===== config.mk =====
export PLATFORM = sky130hd
export DESIGN_NAME = ret_stack
export DESIGN_NICKNAME = d
export VERILOG_FILES = /design/src/rtl/ret_stack_pkg.sv /design/src/rtl/ret_stack_mem.sv /design/src/rtl/ret_stack.sv
export SDC_FILE = /design/constraint.sdc
export NUM_CORES = 1
export LEC_CHECK = 0
export ABC_CLOCK_PERIOD_IN_PS = 4240
export CORE_MARGIN = 5
export CORE_UTILIZATION = 40
export DETAILED_ROUTE_END_ITERATION = 10
export DONT_BUFFER_PORTS = 1
export PLACE_DENSITY = 0.62
export SLEW_MARGIN = 20
export SYNTH_ARGS = -nofsm -noshare
export SYNTH_HDL_FRONTEND = slang
export SYNTH_SLANG_ARGS = --single-unit

===== constraint.sdc =====
create_clock -name clk -period 4.24 [get_ports clk]
set_input_delay 0.848 -clock clk [delete_from_list [all_inputs] [get_ports clk]]
set_output_delay 0.848 -clock clk [all_outputs]
set_load 0.01 [all_outputs]

===== src/rtl/ret_stack_pkg.sv =====
// Shared CPU constants used by the return-address stack.
package ret_stack_pkg;
  localparam int PC_WIDTH        = 10;
  localparam int RET_STACK_DEPTH = 16;
endpackage


===== src/rtl/ret_stack_mem.sv =====
// Register array with one synchronous write port and one asynchronous read port.
module ret_stack_mem #(
  parameter int WIDTH = 10,
  parameter int DEPTH = 16,
  parameter int AW    = $clog2(DEPTH)
) (
  input  logic             clk,
  input  logic             i_we,
  input  logic [AW-1:0]    i_waddr,
  input  logic [WIDTH-1:0] i_wdata,
  input  logic [AW-1:0]    i_raddr,
  output logic [WIDTH-1:0] o_rdata
);

  logic [WIDTH-1:0] r_mem [DEPTH];

  always_ff @(posedge clk) begin
    if (i_we) r_mem[i_waddr] <= i_wdata;
  end

  assign o_rdata = r_mem[i_raddr];

endmodule


===== src/rtl/ret_stack.sv =====
// Return-address stack: PC+1 saved on call, restored on return.
// Top-of-stack is combinational so a return redirects the PC in the same cycle.
module ret_stack
  import ret_stack_pkg::*;
#(
  parameter int WIDTH = PC_WIDTH,
  parameter int DEPTH = RET_STACK_DEPTH
) (
  input  logic                       clk,
  input  logic                       reset,
  input  logic                       push,
  input  logic                       pop,
  input  logic [WIDTH-1:0]           d_in,
  output logic [WIDTH-1:0]           d_out,
  output logic [$clog2(DEPTH+1)-1:0] count,
  output logic                       empty,
  output logic                       full,
  output logic                       overflow,
  output logic                       underflow
);

  localparam int CW = $clog2(DEPTH+1);
  localparam int AW = $clog2(DEPTH);

  logic [CW-1:0]    r_sp;
  logic             r_overflow;
  logic             r_underflow;

  logic             w_empty;
  logic             w_full;
  logic [CW-1:0]    w_sp_m1;
  logic [AW-1:0]    w_top_idx;
  logic [WIDTH-1:0] w_rdata;
  logic             w_we;
  logic [AW-1:0]    w_waddr;
  logic [CW-1:0]    w_sp_next;
  logic             w_set_ovf;
  logic             w_set_unf;

  assign w_empty   = (r_sp == '0);
  assign w_full    = (r_sp == CW'(DEPTH));
  assign w_sp_m1   = r_sp - CW'(1);
  // Only meaningful when not empty; d_out is forced to 0 otherwise.
  assign w_top_idx = w_sp_m1[AW-1:0];

  always_comb begin
    w_we      = 1'b0;
    w_waddr   = '0;
    w_sp_next = r_sp;
    w_set_ovf = 1'b0;
    w_set_unf = 1'b0;
    case ({push, pop})
      2'b10: begin
        if (w_full) begin
          w_set_ovf = 1'b1;
        end else begin
          w_we      = 1'b1;
          w_waddr   = r_sp[AW-1:0];
          w_sp_next = r_sp + CW'(1);
        end
      end
      2'b01: begin
        if (w_empty) w_set_unf = 1'b1;
        else         w_sp_next = w_sp_m1;
      end
      2'b11: begin
        // Replace top; on an empty stack this degrades to a plain push.
        w_we = 1'b1;
        if (w_empty) begin
          w_waddr   = '0;
          w_sp_next = CW'(1);
        end else begin
          w_waddr   = w_top_idx;
        end
      end
      default: ;
    endcase
  end

  always_ff @(posedge clk) begin
    if (!reset) begin
      r_sp        <= '0;
      r_overflow  <= 1'b0;
      r_underflow <= 1'b0;
    end else begin
      r_sp <= w_sp_next;
      if (w_set_ovf) r_overflow  <= 1'b1;
      if (w_set_unf) r_underflow <= 1'b1;
    end
  end

  ret_stack_mem #(
    .WIDTH (WIDTH),
    .DEPTH (DEPTH),
    .AW    (AW)
  ) u_mem (
    .clk     (clk),
    .i_we    (w_we & reset),
    .i_waddr (w_waddr),
    .i_wdata (d_in),
    .i_raddr (w_top_idx),
    .o_rdata (w_rdata)
  );

  assign d_out     = w_empty ? '0 : w_rdata;
  assign count     = r_sp;
  assign empty     = w_empty;
  assign full      = w_full;
  assign overflow  = r_overflow;
  assign underflow = r_underflow;

endmodule


==> results of run 1 <==
-- through the flow --
| step | utilization [%] | power [mW] |
|---|---|---|
| floorplan | - | 2.53 |
| global placement | 42.3 | 2.73 |
| detailed placement | 42.4 | 2.74 |
| CTS | 45.6 | 4.15 |
| global route | 45.6 | 4.28 |
| finish | 45.6 | 4.10 |
-- how the worst max path moves through the flow --
stage | start | end | slack, ns
2_1_floorplan | count[0]$_SDFFE_PN0P_ | u_mem.r_mem[12][0]$_DFFE_PP_ | 0.75
3_3_place_gp | count[0]$_SDFFE_PN0P_ | d_out[5] | 0.59
3_5_place_dp | count[0]$_SDFFE_PN0P_ | d_out[5] | 0.99
4_1_cts | count[0]$_SDFFE_PN0P_ | d_out[5] | 0.52
5_1_grt | count[0]$_SDFFE_PN0P_ | d_out[5] | 0.40
6_report | count[0]$_SDFFE_PN0P_ | d_out[5] | 0.55
-- where the power goes --
part           total, mW  leakage, nW  switching (mW)  internal, mW
clock network       1.41        0.254           0.648         0.766
logic              0.793        0.691           0.445         0.348
registers           1.90         1.50          0.0463          1.85
total               4.10         2.44            1.14          2.96
-- sequential cells by signal, summed over array words and instances (netlist names) --
signal and cells:
count 5, underflow 1, u_mem.r_mem 160, overflow 1
-- kinds of logic (layout without fill, tap and decap cells) --
logic type	Yosys count	count (layout)	share of synthesized area (%)
AO/OA/AOI/OAI	48	48	4.91
XOR/XNOR	3	3	0.382
adder cells (fa/ha/maj)	3	3	0.545
buffers and inverters	27	55	1.74
flip-flops	167	167	71.8
multiplexers	62	62	16.3
AND/OR/NAND/NOR	52	52	4.31
-- placed cells by master (no fill, tap or decap), types with 4 or more instances in the layout --
cell type   instances
nor3_1              4
inv_1               5
clkbuf_16          17
a21oi_1             6
a31oi_1             5
nor3_2              8
mux4_2             40
nand2_1             7
o22ai_1            11
dfxtp_1             6
nor2_1             10
inv_6               4
edfxtp_1          160
buf_4              18
clkinvlp_4          5
mux2i_1            22
a211oi_1            7
-- routing by layer --
layer | track usage [%] | wire, um | up-vias
li1 | - | - | 1541
met1 | 19.0 | 5880 | 1796
met2 | 23.7 | 7080 | 86
met3 | 3.26 | 560 | 19
met4 | 5.86 | 257 | 0
met5 | 0 | 0 | -
-- layout make-up --
type / count / share of cell area (%)
Timing Repair Buffer: 18 / 1.73
Inverter: 5 / 0.240
Sequential cell: 167 / 63.4
Clock buffer: 19 / 5.55
Multi-Input combinational cell: 168 / 24.0
Tap cell: 225 / 3.61
Clock inverter: 13 / 1.49
==> summary.txt, run 1 <==
Status
  • Outcome: completed

Floorplan
  • I/O pin cnt: 33
  • Num rows: 48
  • Die X: between 100 and 150 um
  • Chip height: around 140 um
  • Starting Density: between 40% and 50%
  • DIE AREA: around 20000 sq um
  • Area of the core: around 17000 sq um

Synth
  • Post-synth top area share: a little over two thirds
  • Commonest cells in the netlist: edfxtp_1 (160), mux4_2 (40), mux2i_1 (22)
  • Leading area contributor after synthesis: edfxtp_1
  • Sequential area share after synthesis: 71.8%
  • Cells after Synth: about 360
  • Distinct cell type count after synthesis: 45
  • Most frequent cell after synthesis: edfxtp_1
  • Synth Flop Type: edfxtp_1
  • Ranking of synthesized cells by area: edfxtp_1 (70%), mux4_2 (13%), mux2i_1 (3.2%)
  • Synth Cell Area: a little under 7000 sq um
  • Synth Register Bits: between 150 and 200
  • Synthesized area per cell: ~19 sq um
  • Syn. warnings: 0
  • Number of synthesized flops with an enable pin: 160
  • Syn_nets: ~380
  • FFs w/ async S/R, synth: 0%

Critical path
  • CP delay by family, top: compound AO/OA/AOI/OAI gates
  • Critical path peak fanout: 24
  • Req. time, crit path: 3.39 ns
  • Max incr delay on CP: 0.77 ns
  • CP bufs+invs: 1
  • Worst setup path category: flop to primary output
  • Worst path slowest cell: o21ai_1
  • Critical-path cell list: inv_1 > ha_4 > or3b_2 > o21ai_1 > o22ai_1
  • Critical path depth: 5
  • R2R cell count: 7
  • Reg2Reg Setup Slack: between 1 and 1.5 ns
  • CP startpoint kind: flop
  • Reg-to-reg endpoint: u_mem.r_mem[12][9]$_DFFE_PP_
  • Reg-to-reg startpoint: count[0]$_SDFFE_PN0P_
  • Worst setup EP type: primary output
  • CP arrival: ~2.8 ns

Clock network
  • CTS Buffer Depth: 2
  • Clk sinks: 167
  • Post-CTS Setup Inserts: 0
  • Hold buffer count at cts: 0
  • CTS Buf Count: 17
  • Post-CTS sizing: 0
  • TritonCTS clock tree: built
  • H-tree depth: 4
  • Clk root buf: clkbuf_16
  • Reg clk slew, reported paths: ~0.070 ns
  • Worst skew pair latency: ~0.42 ns

STA
  • Final Skew: approximately 0.0064 ns
  • Hold slack: a little over 0.5 ns
  • Rel. slew slack: ~24%
  • Final worst slack: approximately 0.55 ns
  • Setup Total Neg Slack: 0 ns
  • Period utilization: between 80% and 90%
  • FMAX: between 200 and 300 MHz
  • Tmin final: approximately 3.7 ns
  • Slew Limit Fails: 0
  • Setup violators final: 0
  • Hold Vio Cnt, Final: 0
  • Unrepaired setup endpoints after global routing: false
  • Worst-Margin Slew: around 1.1 ns

Finish
  • Multi-input logic area: between 1500 and 2000 sq um
  • Antenna Cells: 0
  • Area Growth Syn to Fin: 13.4%
  • Register area: approximately 4900 sq um
  • Layout cells sized above 1: 27.2%
  • Fin nets: between 300 and 400
  • Final instance area: approximately 7800 sq um
  • Fillers: between 1000 and 1500
  • Non-Filler Instances: 615

Worst hold path
  • Hold Path Origin: d_in[7]
  • Hold worst-path end: u_mem.r_mem[12][7]$_DFFE_PP_
  • Worst Hold Depth: 0
  • Min-delay worst type: input port to flop

Placement
  • HPWL Detailed: about 8500 um
  • IO Port Bufs: 0
  • GP Congestion: roughly 0.85
  • Dpl ws: approximately 0.99 ns
  • Area after DPL: around 7300 sq um
  • Count of placed standard cells including taps: ~580

Route
  • Antenna-violating nets left: 0
  • Drt pass-1 iters: 5
  • Post-Route WL: approximately 14000 um
  • Vias: roughly 3400
  • Wire length per cell: 22.4 um
  • DRC errors left: 0
  • Initial DRC Count: 280
  • Via-to-Cell Ratio: 5.60

GRT
  • Total GRT Usage: between 10% and 20%
  • First-pass GRT wire length: ~21000 um
  • Vias in the first global route: 3434
  • Largest net degree at the start of global routing: 44
  • Total gr overflow: 0
  • Initial antenna violation count: 0

Pwr
  • Leakage: around 2.4 nW
  • Pwr dens: between 500 and 600 nW/um^2
  • Worst IR Drop VDD: about 330 uV

Job
  • Max-capacitance violation count: 0
No activity file was read; power rests on OpenSTA's default activity.
==> run 2, diff against run 1 <==
--- a/config.mk
+++ b/config.mk
@@ -6,11 +6,12 @@
 export NUM_CORES = 1
 export LEC_CHECK = 0
 export ABC_CLOCK_PERIOD_IN_PS = 4240
+export CAP_MARGIN = 40
 export CORE_MARGIN = 5
-export CORE_UTILIZATION = 40
+export CORE_UTILIZATION = 60
 export DETAILED_ROUTE_END_ITERATION = 10
 export DONT_BUFFER_PORTS = 1
-export PLACE_DENSITY = 0.62
+export PLACE_DENSITY = 0.84
 export SLEW_MARGIN = 20
 export SYNTH_ARGS = -nofsm -noshare
 export SYNTH_HDL_FRONTEND = slang
==> summary.txt, run 2 (synthesized netlist as in run 1, its figures left out) <==
Floorplan
  • Num rows: 39
  • I/O pin cnt: 33
  • Chip height: approximately 120 um
  • Die X: between 100 and 150 um
  • DIE AREA: ~14000 sq um
  • Starting Density: between 60 and 70%
  • Area of the core: between 10000 and 15000 sq um

STA
  • Worst-Margin Slew: between 0.7 and 0.8 ns
  • Final Skew: between 0.009 and 0.01 ns
  • Final worst slack: roughly 0.52 ns
  • Rel. slew slack: 48.5%
  • Unrepaired setup endpoints after global routing: false
  • Tmin final: approximately 3.7 ns
  • FMAX: 268 MHz
  • Slew Limit Fails: 0
  • Hold Vio Cnt, Final: 0
  • Hold slack: roughly 0.53 ns
  • Setup Total Neg Slack: 0 ns
  • Setup violators final: 0
  • Period utilization: between 80 and 90%

GRT
  • Initial antenna violation count: 0
  • Total gr overflow: 0
  • Vias in the first global route: 3683
  • First-pass GRT wire length: approximately 21000 um
  • Largest net degree at the start of global routing: 34
  • Total GRT Usage: 22.2%

Finish
  • Antenna Cells: 0
  • Most common cell after layout, fill and taps aside: edfxtp_1
  • Max reg flops: 160
  • Top reg by flops: u_mem.r_mem
  • Commonest non-fill, non-tap cells in the layout: edfxtp_1 (160), mux4_2 (40), mux2i_1 (22)
  • Layout cells sized above 1: between 20% and 30%
  • Area Growth Syn to Fin: 12.2%
  • Core Util, Final: 68.2%
  • Fin nets: ~400

Clock network
  • TritonCTS clock tree: built
  • Clk sinks: about 170
  • Clk root buf: clkbuf_16
  • Hold buffer count at cts: 0
  • CTS Buffer Depth: 2
  • Post-CTS Setup Inserts: 0
  • Reg clk slew, reported paths: roughly 0.06 ns
  • Post-CTS sizing: 0
  • CTS Buf Count: 17
  • Worst skew pair latency: 0.42 ns
  • H-tree depth: 4

Pwr
  • Pwr dens: 540 nW/um^2
  • P_sw: 1.09 mW
  • Clk pwr share: between 30% and 40%
  • Sequential share of power: 45.3%
  • Internal power: 3.08 mW
  • Worst IR Drop VDD: around 380 uV
  • Net switching fraction of the power: about a quarter
  • Combinational share of power: 19.8%
  • Leakage: 2.48 nW
  • Final Power: between 4 and 5 mW

Critical path
  • Reg-to-reg endpoint: u_mem.r_mem[3][5]$_DFFE_PP_
  • Reg-to-reg startpoint: count[1]$_SDFFE_PN0P_
  • Max incr delay on CP: approximately 0.70 ns
  • Reg2Reg Setup Slack: between 1 and 1.5 ns
  • CP arrival: 2.88 ns
  • Critical Path Sink: d_out[2]
  • Worst setup path category: flop to primary output
  • CP startpoint kind: flop
  • Req. time, crit path: about 3.4 ns
  • Worst path slowest cell: ha_2
  • R2R cell count: 7
  • Worst setup EP type: primary output
  • Critical path peak fanout: 24
  • Critical-path cell list: inv_1 > ha_2 > buf_12 > mux4_2 > mux2i_1 > o22ai_1
  • Crit path launch: count[1]$_SDFFE_PN0P_

Route
  • Via-to-Cell Ratio: 6.81
  • Vias: between 3000 and 4000
  • Post-Route WL: approximately 14000 um
  • Drt pass-1 iters: 7
  • Initial DRC Count: 475
  • Antenna-violating nets left: 0
  • DRC errors left: 0
  • Wire length per cell: 25.8 um

Placement
  • HPWL Detailed: 8250 um
  • GP Congestion: around 0.89
  • Dpl ws: ~0.96 ns
  • IO Port Bufs: 0

Status
  • Outcome: completed

Worst hold path
  • Min-delay worst type: input port to flop
  • Hold Path Origin: d_in[3]

Job
  • Max-capacitance violation count: 0
run 2: critical path, delay by kind of cell (launching register included):
family	cells	cell delay, ns
AOI/OAI and AO/OA	1	0.22
adders and majority gates	1	0.70
buffers and inverters	2	0.41
DFF	1	0.54
muxes	2	0.59
run 2: layout make-up:
type | instances | area (sq um)
sequential | 167 | 4950
fill | 708 | 3600
multi-input combinational | 168 | 1820
clock buffer | 21 | 440
timing repair buffer | 23 | 193
tap | 143 | 179
clock inverter | 11 | 123
inverter | 5 | 18.8
run 2: power groups by stage:
stage | Clock (mW) | Sequential, mW | Combinational (mW)
floorplan | 0 | 1.90 | 0.632
global placement | 0 | 1.92 | 0.770
detailed placement | 0 | 1.93 | 0.799
CTS | 1.47 | 1.89 | 0.816
global route | 1.54 | 1.89 | 0.881
finish | 1.46 | 1.89 | 0.826
run 2: stage by stage:
step	instance area [sq um]	std cells
detailed placement	7140	504
CTS	7700	536
floorplan	6880	362
global placement	7110	502
finish	7720	538
global route	7720	538
run 2: worst min path at each step:
stage / endpoint / slack (ns) / depth (start not counted)
final: u_mem.r_mem[14][3]$_DFFE_PP_ / 0.53 / 0
after global routing: u_mem.r_mem[0][6]$_DFFE_PP_ / 0.51 / 0
after CTS: u_mem.r_mem[9][3]$_DFFE_PP_ / 0.51 / 0
after detailed placement: overflow$_SDFFE_PN0P_ / 0.55 / 2
after global placement: overflow$_SDFFE_PN0P_ / 0.54 / 2
after floorplan: underflow$_SDFFE_PN0P_ / 0.50 / 2
run 2: routing by layer:
metal	vias to the layer above	wire [um]	track usage (%)
met5	-	0	0
met2	196	6990	35.0
met3	40	968	3.91
met1	1870	5410	30.2
li1	1556	-	-
met4	0	497	11.5
